`config.mk`:
```
export PLATFORM = sky130hd
export DESIGN_NAME = param_priority_arbiter
export DESIGN_NICKNAME = d
export VERILOG_FILES = /design/src/rtl/param_priority_arbiter_pkg.sv /design/src/rtl/arb_prio_pick.sv /design/src/rtl/param_priority_arbiter.sv
export SDC_FILE = /design/constraint.sdc
export NUM_CORES = 1
export LEC_CHECK = 0
export ABC_CLOCK_PERIOD_IN_PS = 9970
export CAP_MARGIN = 20
export CORE_UTILIZATION = 55
export CTS_BUF_LIST = sky130_fd_sc_hd__clkbuf_16
export DETAILED_ROUTE_END_ITERATION = 6
export HOLD_SLACK_MARGIN = 0.15
export PLACE_DENSITY = 0.81
export SYNTH_ARGS = -nofsm -noshare
export SYNTH_HDL_FRONTEND = slang
export SYNTH_HIERARCHICAL = 1
export SYNTH_SLANG_ARGS = --single-unit
```
`constraint.sdc`:
```
create_clock -name clk -period 9.97 [get_ports clk]
set_input_delay 0.997 -clock clk [delete_from_list [all_inputs] [get_ports clk]]
set_output_delay 0.997 -clock clk [all_outputs]
set_load 0.02 [all_outputs]
```
`src/rtl/param_priority_arbiter_pkg.sv`:
```
// Shared arbiter definitions: mode encodings and the clog2 helper used to size
// index and counter fields across the arbiter family.
package param_priority_arbiter_pkg;

   localparam logic ARB_MODE_FIXED = 1'b0;
   localparam logic ARB_MODE_RR    = 1'b1;

   // Ceiling log2 with a floor of 1 so a field is never zero bits wide.
   function automatic int arb_clog2(input int value);
      int result;
      int v;
      result = 0;
      v      = value - 1;
      while (v > 0) begin
         result = result + 1;
         v      = v >> 1;
      end
      if (result < 1) begin
         result = 1;
      end
      return result;
   endfunction

endpackage

```
`src/rtl/arb_prio_pick.sv`:
```
// Combinational wrap-around priority search: the first set request at or after
// start_i (wrapping N-1 -> 0) is returned as a one-hot pick plus its index.
module arb_prio_pick
   import param_priority_arbiter_pkg::*;
#(
   parameter  int N     = 4,
   localparam int IDX_W = arb_clog2(N)
) (
   input  logic [N-1:0]     req_i,
   input  logic [IDX_W-1:0] start_i,
   output logic [N-1:0]     pick_o,
   output logic [IDX_W-1:0] pick_idx_o,
   output logic             found_o
);

   always_comb begin
      int pos;
      pick_o     = '0;
      pick_idx_o = '0;
      found_o    = 1'b0;
      for (int k = 0; k < N; k++) begin
         pos = int'(start_i) + k;
         if (pos >= N) begin
            pos = pos - N;
         end
         if (!found_o && req_i[pos]) begin
            found_o      = 1'b1;
            pick_o[pos]  = 1'b1;
            pick_idx_o   = IDX_W'(pos);
         end
      end
   end

endmodule

```
`src/rtl/param_priority_arbiter.sv`:
```
// N-requester arbiter with a registered one-hot grant, fixed-priority or
// round-robin selection, and an optional bus-lock hold bounded in RR mode.
module param_priority_arbiter
   import param_priority_arbiter_pkg::*;
#(
   parameter  int N        = 4,
   parameter  int MAX_HOLD = 4,
   localparam int IDX_W    = arb_clog2(N)
) (
   input  logic             clk,
   input  logic             rst_n,
   input  logic [N-1:0]     in_request,
   input  logic             in_mode,
   input  logic             in_hold,
   output logic [N-1:0]     out_grant,
   output logic             out_grant_valid,
   output logic [IDX_W-1:0] out_grant_idx
);

   localparam int CNT_W = arb_clog2(MAX_HOLD + 1);

   logic [N-1:0]     grant_q, grant_d;
   logic             valid_q, valid_d;
   logic [IDX_W-1:0] idx_q, idx_d;
   logic [IDX_W-1:0] rr_ptr_q, rr_ptr_d;
   logic [CNT_W-1:0] hold_cnt_q, hold_cnt_d;

   logic             owner_req;
   logic [N-1:0]     others;
   logic             cap_hit;
   logic             keep;
   logic             rotate;
   logic [N-1:0]     pick_req;
   logic [IDX_W-1:0] pick_start;
   logic [N-1:0]     pick;
   logic [IDX_W-1:0] pick_idx;
   logic             pick_found;

   assign owner_req = |(grant_q & in_request);
   assign others    = in_request & ~grant_q;
   assign cap_hit   = (hold_cnt_q == CNT_W'(MAX_HOLD));

   // RR tenure is only cut short when somebody else is actually waiting.
   assign keep   = in_hold && owner_req &&
                   ((in_mode == ARB_MODE_FIXED) || !cap_hit || (others == '0));
   assign rotate = in_hold && owner_req && (in_mode == ARB_MODE_RR) &&
                   cap_hit && (others != '0);

   // A forced rotation excludes the owner so a stale pointer cannot re-pick it.
   assign pick_req   = rotate ? others : in_request;
   assign pick_start = (in_mode == ARB_MODE_RR) ? rr_ptr_q : '0;

   arb_prio_pick #(.N(N)) u_pick (
      .req_i      (pick_req),
      .start_i    (pick_start),
      .pick_o     (pick),
      .pick_idx_o (pick_idx),
      .found_o    (pick_found)
   );

   always_comb begin
      grant_d  = grant_q;
      idx_d    = idx_q;
      rr_ptr_d = rr_ptr_q;
      if (!keep) begin
         grant_d = pick;
         idx_d   = pick_idx;
         if ((in_mode == ARB_MODE_RR) && pick_found) begin
            rr_ptr_d = (pick_idx == IDX_W'(N - 1)) ? '0 : pick_idx + IDX_W'(1);
         end
      end
   end

   assign valid_d = |grant_d;

   always_comb begin
      hold_cnt_d = '0;
      if (grant_d == '0) begin
         hold_cnt_d = '0;
      end else if (grant_d == grant_q) begin
         hold_cnt_d = cap_hit ? hold_cnt_q : hold_cnt_q + CNT_W'(1);
      end else begin
         hold_cnt_d = CNT_W'(1);
      end
   end

   always_ff @(posedge clk or negedge rst_n) begin
      if (!rst_n) begin
         grant_q    <= '0;
         valid_q    <= 1'b0;
         idx_q      <= '0;
         rr_ptr_q   <= '0;
         hold_cnt_q <= '0;
      end else begin
         grant_q    <= grant_d;
         valid_q    <= valid_d;
         idx_q      <= idx_d;
         rr_ptr_q   <= rr_ptr_d;
         hold_cnt_q <= hold_cnt_d;
      end
   end

   assign out_grant       = grant_q;
   assign out_grant_valid = valid_q;
   assign out_grant_idx   = idx_q;

endmodule

```
==> results.cfg, run 1 <==
[worst_setup_path]
cp_top_family = simple AND/OR/NAND/NOR gates
crit_type = in -> reg
startpoint = in_mode
r2r_cells = 14
crit_cells = 13
critPathBufInv = 1
cpPeakStageDelay_ns = 0.77
critical_path_required_ns = 10.15
crit_end = hold_cnt_q[2]
crit_slowest_cell = mux4_1
crit_path_start_kind = input port
path_cells = clkdlybuf4s50_1 > nand3_1 > a41oi_4 > nor2b_1 > a21boi_0 > mux4_1 > nor4b_4 > a22oi_1 > o21ai_0 > xnor2_1 > nand4_1 > nor2_1 > o221a_2
reg2reg_slack_ns = 5.91
timing.rr.end = hold_cnt_q[2]
arrival_ns = 4.84
critPathCaptureType = register
worstReg2RegStart = hold_cnt_q[0]
path_max_fanout = 13

[global_routing]
grt-ovfl-total = 0
grt_pass1_vias = 975
grt_pass1_wl_um = 4540
grt_max_degree = 15
track_usage = 0.254
antenna_found_initial = 0

[layout]
nNetsFinal = 144
diodes = 0
syn_to_final_growth_pct = 18.8
layout_common_cells = 14 x clkdlybuf4s50_1, 12 x dfrtp_1, 11 x ha_1, 8 x a22oi_1, 7 x o21ai_0
nFillCells = 141
layout-drive-gt1-share = 0.114
final_common_cell = clkdlybuf4s50_1

[clock_tree]
cts_setup_buffers = 0
h-tree-depth = 1
cts_tree = done
cts_resized = 0
cts_buffers = 3
cts.path.max_buffers = 2
root_buffer = clkbuf_16
path_clk_slew_ns = 0.04
clock_sinks = 12
clk_latency_ns = 0.24
cts_hold_buf = 0

[worst_hold_path]
hp-class = reg -> reg

[route]
drc = 0
drtIter0Drc = 55
wl_um = 2630
first_pass_iters = 5
wl_per_cell_um = 17.5
via_per_inst = 6.67
ant_nets = 0
vias = 1000

[logic_synthesis]
synth-warning-count = 6
avgSynthCellArea_um2 = 10.9
syn_nets = 128
ys_seq_elements = 12
synth_cell_types = 39
synth_area_mm2 = 0.00119
synthCells = 109
ys_seq_area_frac = 0.253

[floorplan]
core-area_mm2 = 0.00200
initial_core_util = 0.593
dieWidth_um = 48.4
die_area_mm2 = 0.00235
die_y_um = 48.4
num_rows = 16
boundaryPins = 15

[timing]
fmax_ghz = 0.215
layout_min_cycle_time_ns = 4.66
max_slew.worst_pin.slew_ns = 0.605
timing.final.crit_share = 0.467
maxSlewHeadroom = 0.597
whs_ns = 0.497
final_hold_viol_count = 0
skew_ns = 0.00208
setup_slack_ns = 5.31
drv_slew = 0
rsz0062_at_grt = false
setup_tns_ns = 0
setup_viol = 0

[place]
port_buffers = 14
dp_slack_ns = 5.21
dpl.hpwl_um = 2000
routabilityCongestion = 0.809

[power_and_ir_drop]
ir_drop_mv = 0.191
p_leak_uw = 0.000570
p_per_area_mw_per_mm2 = 291
power_uw = 410

[flow_run]
cap_violations = 0

[run_status]
outcome = finished, final reports clean
registers in the layout, summed over array words and instances (netlist names):
register / count
rr_ptr_q: 2
out_grant: 4
out_grant_idx: 2
hold_cnt_q: 3
out_grant_valid: 1
synthesized netlist by cell type:
cell type,number,area share
mux2_4,2,0.025
a22oi_1,8,0.051
xnor2_1,5,0.037
mux4_2,1,0.019
nand2_1,3,0.0095
o311ai_0,1,0.0074
buf_6,2,0.019
nor2_1,4,0.013
o21ai_4,1,0.014
mux2_2,2,0.019
nand2b_1,5,0.026
nor3_1,1,0.0042
nand3b_1,1,0.0063
o211a_1,1,0.0084
mux2_1,6,0.057
a21oi_1,1,0.0042
nor2_4,1,0.0095
inv_1,6,0.019
nor4b_4,1,0.020
o221a_2,1,0.0095
and2b_2,1,0.0074
a2bb2oi_1,1,0.0074
nor2b_1,1,0.0053
o21ai_0,7,0.030
nand4_1,1,0.0053
a32o_1,1,0.0084
mux2i_1,1,0.0084
ha_1,11,0.12
clkbuf_1,1,0.0032
mux4_1,3,0.066
o31ai_1,1,0.0063
o211ai_1,1,0.0063
and2_1,2,0.011
a41oi_4,1,0.023
nor4_1,2,0.011
a21boi_0,5,0.032
nand3_1,2,0.0084
dfrtp_1,12,0.25
a22o_1,2,0.015
power breakdown:
| part | switching, uW | internal, uW |
|---|---|---|
| Sequential | 20.1 | 70.9 |
| Clock | 21.2 | 52.3 |
| Combinational | 130 | 115 |
per-layer routing:
metal	global-route usage	wire length, um	vias to the layer above
met5	0	0	-
met2	0.432	1290	47
met1	0.319	1060	491
met4	0.118	103	0
li1	-	-	450
met3	0.0377	175	12
how the worst min path moves through the flow:
stage | from | to | depth (start not counted)
6_report | out_grant_idx[0] | out_grant_idx[0] | 1
5_1_grt | out_grant_idx[0] | out_grant_idx[0] | 1
4_1_cts | out_grant_idx[0] | out_grant_idx[0] | 1
3_5_place_dp | out_grant_idx[0] | out_grant_idx[0] | 1
3_3_place_gp | out_grant_idx[1] | out_grant_idx[1] | 1
2_1_floorplan | rr_ptr_q[0] | rr_ptr_q[0] | 1
through the flow:
stage | util | instance area, um^2 | cells
after floorplan | - | 1190 | 109
after global placement | 0.666 | 1330 | 147
after detailed placement | 0.666 | 1330 | 147
after CTS | 0.704 | 1410 | 150
after global routing | 0.704 | 1410 | 150
final | 0.704 | 1410 | 150
area by class of cell:
cell class	instances	area, um^2	area share
Multi-Input combinational cell	88	837	0.594
Sequential cell	12	300	0.213
Timing Repair Buffer	14	140	0.0995
Clock buffer	3	75.1	0.0533
Tap cell	27	33.8	0.0240
Inverter	6	22.5	0.0160
worst reg2reg max path, stage by stage, from the launching register on:
cell	delay (ns)
dfrtp_1	0.41
inv_1	0.07
ha_1	0.20
nand3_1	0.15
a41oi_4	0.29
nor2b_1	0.29
a21boi_0	0.24
mux4_1	0.77
nor4b_4	0.46
a22oi_1	0.12
o21ai_0	0.24
xnor2_1	0.18
nand4_1	0.17
nor2_1	0.19
o221a_2	0.21
kinds of logic (layout without fill, tap and decap cells):
| family | Yosys count | after routing | share of synthesized area |
|---|---|---|---|
| AOI/OAI and AO/OA | 32 | 32 | 0.222 |
| and+or+nand+nor | 25 | 25 | 0.136 |
| muxes | 15 | 15 | 0.195 |
| DFF | 12 | 12 | 0.253 |
| adders and majority gates | 11 | 11 | 0.116 |
| buffers and inverters | 9 | 23 | 0.0411 |
| xor gates and xnor gates | 5 | 5 | 0.0369 |
No activity file was read; power rests on OpenSTA's default activity.
==> run 2: changes to the inputs <==
Settings changed: ABC_CLOCK_PERIOD_IN_PS 9970 to 4650.
Clock period 9.97 ns to 4.65 ns, I/O delays scaled along.
==> run 2 against run 1 <==
Core utilization rose by 0.38 points. Global-route usage decreased by 0.15 points. Final cell count increased by 0.67%. Die area stayed put. Via count shrank 2.9%. First-iteration DRC count fell by 44%. Clock skew fell by 0.00066 ns. Register-to-register slack lost 5.3 ns.
==> results.cfg, run 2 (synthesis results as in run 1) <==
[clock_tree]
cts.path.max_buffers = 2
clk_latency_ns = 0.24
root_buffer = clkbuf_16
path_clk_slew_ns = 0.04
cts_buffers = 3
h-tree-depth = 1
cts_resized = 0
clock_sinks = 12
cts_tree = done
cts_hold_buf = 0
cts_setup_buffers = 0

[floorplan]
dieWidth_um = 48.4
die_area_mm2 = 0.00235
boundaryPins = 15
die_y_um = 48.4
core-area_mm2 = 0.00200
initial_core_util = 0.593
num_rows = 16

[timing]
rsz0062_at_grt = false
final_hold_viol_count = 0
fmax_ghz = 0.244
layout_min_cycle_time_ns = 4.10
skew_ns = 0.00142
whs_ns = 0.495
max_slew.worst_pin.slew_ns = 0.571
drv_slew = 0
maxSlewHeadroom = 0.618
setup_viol = 0
setup_tns_ns = 0
timing.final.crit_share = 0.881

[route]
met3_length_um = 160
via_per_inst = 6.43
ant_nets = 0
top_layer = met4
drc = 0
drtIter0Drc = 31
wl_um = 2630
wl_met2_um = 1380
wl_per_cell_um = 17.4
vias = 971
first_pass_iters = 5
wirelength_met1_um = 1040

[worst_setup_path]
crit_path_start_kind = input port
critPathBufInv = 1
crit_slowest_cell = mux4_1
critical_path_required_ns = 4.83
arrival_ns = 4.28
crit_type = in -> reg
cp_top_family = simple AND/OR/NAND/NOR gates
cpPeakStageDelay_ns = 0.79
path_max_fanout = 13
path_cells = clkdlybuf4s50_1 > nand3_1 > a41oi_4 > nor2b_1 > a21boi_0 > mux4_1 > nor4b_4 > a22oi_1 > o21ai_0 > xnor2_1 > nand4_1 > nor2_1 > o221a_2
critPathCaptureType = register

[global_routing]
grt-ovfl-total = 0
grt_max_degree = 14
grt_pass1_wl_um = 4410
grt_pass1_vias = 970
track_usage = 0.253
antenna_found_initial = 0

[run_status]
outcome = finished, final reports clean

[worst_hold_path]
hp-class = reg -> reg

[place]
dpl.hpwl_um = 1900
port_buffers = 14
routabilityCongestion = 0.825
dpl.cell_count = 148
place_area_mm2 = 0.00134

[layout]
diodes = 0
nNetsFinal = 145
largest_register_ffs = 4
seqCellArea_um2 = 300
layout.cells.non_filler = 151
nFillCells = 155
syn_to_final_growth_pct = 19.4
multi_input_area_um2 = 837
layout-drive-gt1-share = 0.121
layout_common_cells = 14 x clkdlybuf4s50_1, 12 x dfrtp_1, 11 x ha_1, 8 x a22oi_1, 7 x o21ai_0
final_area_mm2 = 0.00142
final_common_cell = clkdlybuf4s50_1

[power_and_ir_drop]
seq_power_share = 0.224
combPwrFrac = 0.593
p_sw_frac = 0.418
ir_drop_mv = 0.354
p_int_uw = 513
p_clk_frac = 0.183
p_per_area_mw_per_mm2 = 623
power_uw = 882
p_sw_uw = 369
p_leak_uw = 0.000575

[flow_run]
cap_violations = 0
## run 2: cell count changes in the layout (fill, tap and decap cells not counted), sizes merged
cell,previous run,this run
buf,0,1
## run 2: worst paths after layout
| path | startpoint | end | slack, ns | cells past startpoint |
|---|---|---|---|---|
| hold reg to reg | out_grant_idx[0] | out_grant_idx[0] | 0.49 | 1 |
| max in group asynchronous | rst_n | out_grant_idx[1] | 3.69 | 1 |
| min in group asynchronous | rst_n | out_grant[1] | 0.59 | 1 |
| hold / removal | out_grant_idx[0] | out_grant_idx[0] | 0.49 | 1 |
| setup / recovery | in_mode | hold_cnt_q[2] | 0.55 | 13 |
| setup reg to reg | hold_cnt_q[0] | hold_cnt_q[2] | 0.63 | 14 |
## run 2: power by group through the flow
stage | sequential [uW] | clock [uW] | combinational, uW
after CTS | 198 | 162 | 521
final | 198 | 161 | 523
after detailed placement | 196 | 0 | 516
after global placement | 193 | 0 | 502
after global routing | 205 | 165 | 568
after floorplan | 219 | 0 | 364
## run 2: per-stage QoR
stage	setup slack [ns]	utilization
after floorplan	1.34	-
after global placement	0.567	0.670
after detailed placement	0.426	0.670
after CTS	0.586	0.708
after global routing	0.241	0.708
final	0.555	0.708
## run 2: layout make-up
cell class	instances	share of cell area
Clock buffer	3	0.0530
Inverter	6	0.0159
Multi-Input combinational cell	88	0.591
Sequential cell	12	0.212
Tap cell	27	0.0239
Timing Repair Buffer	15	0.104
## run 2: routing by layer
layer | GRT usage | vias to the layer above
li1 | - | 450
met1 | 0.297 | 465
met2 | 0.460 | 49
met3 | 0.0314 | 7
met4 | 0.113 | 0
met5 | 0 | -
## run 2: worst register-to-register path, delay by kind of cell (launching register included)
family | cells | cell delay (ns)
mux | 1 | 0.79
compound gates | 5 | 1.07
xor+xnor | 1 | 0.17
flops | 1 | 0.41
simple gates | 5 | 1.26
buf+inv | 1 | 0.07
fa+ha+maj | 1 | 0.20
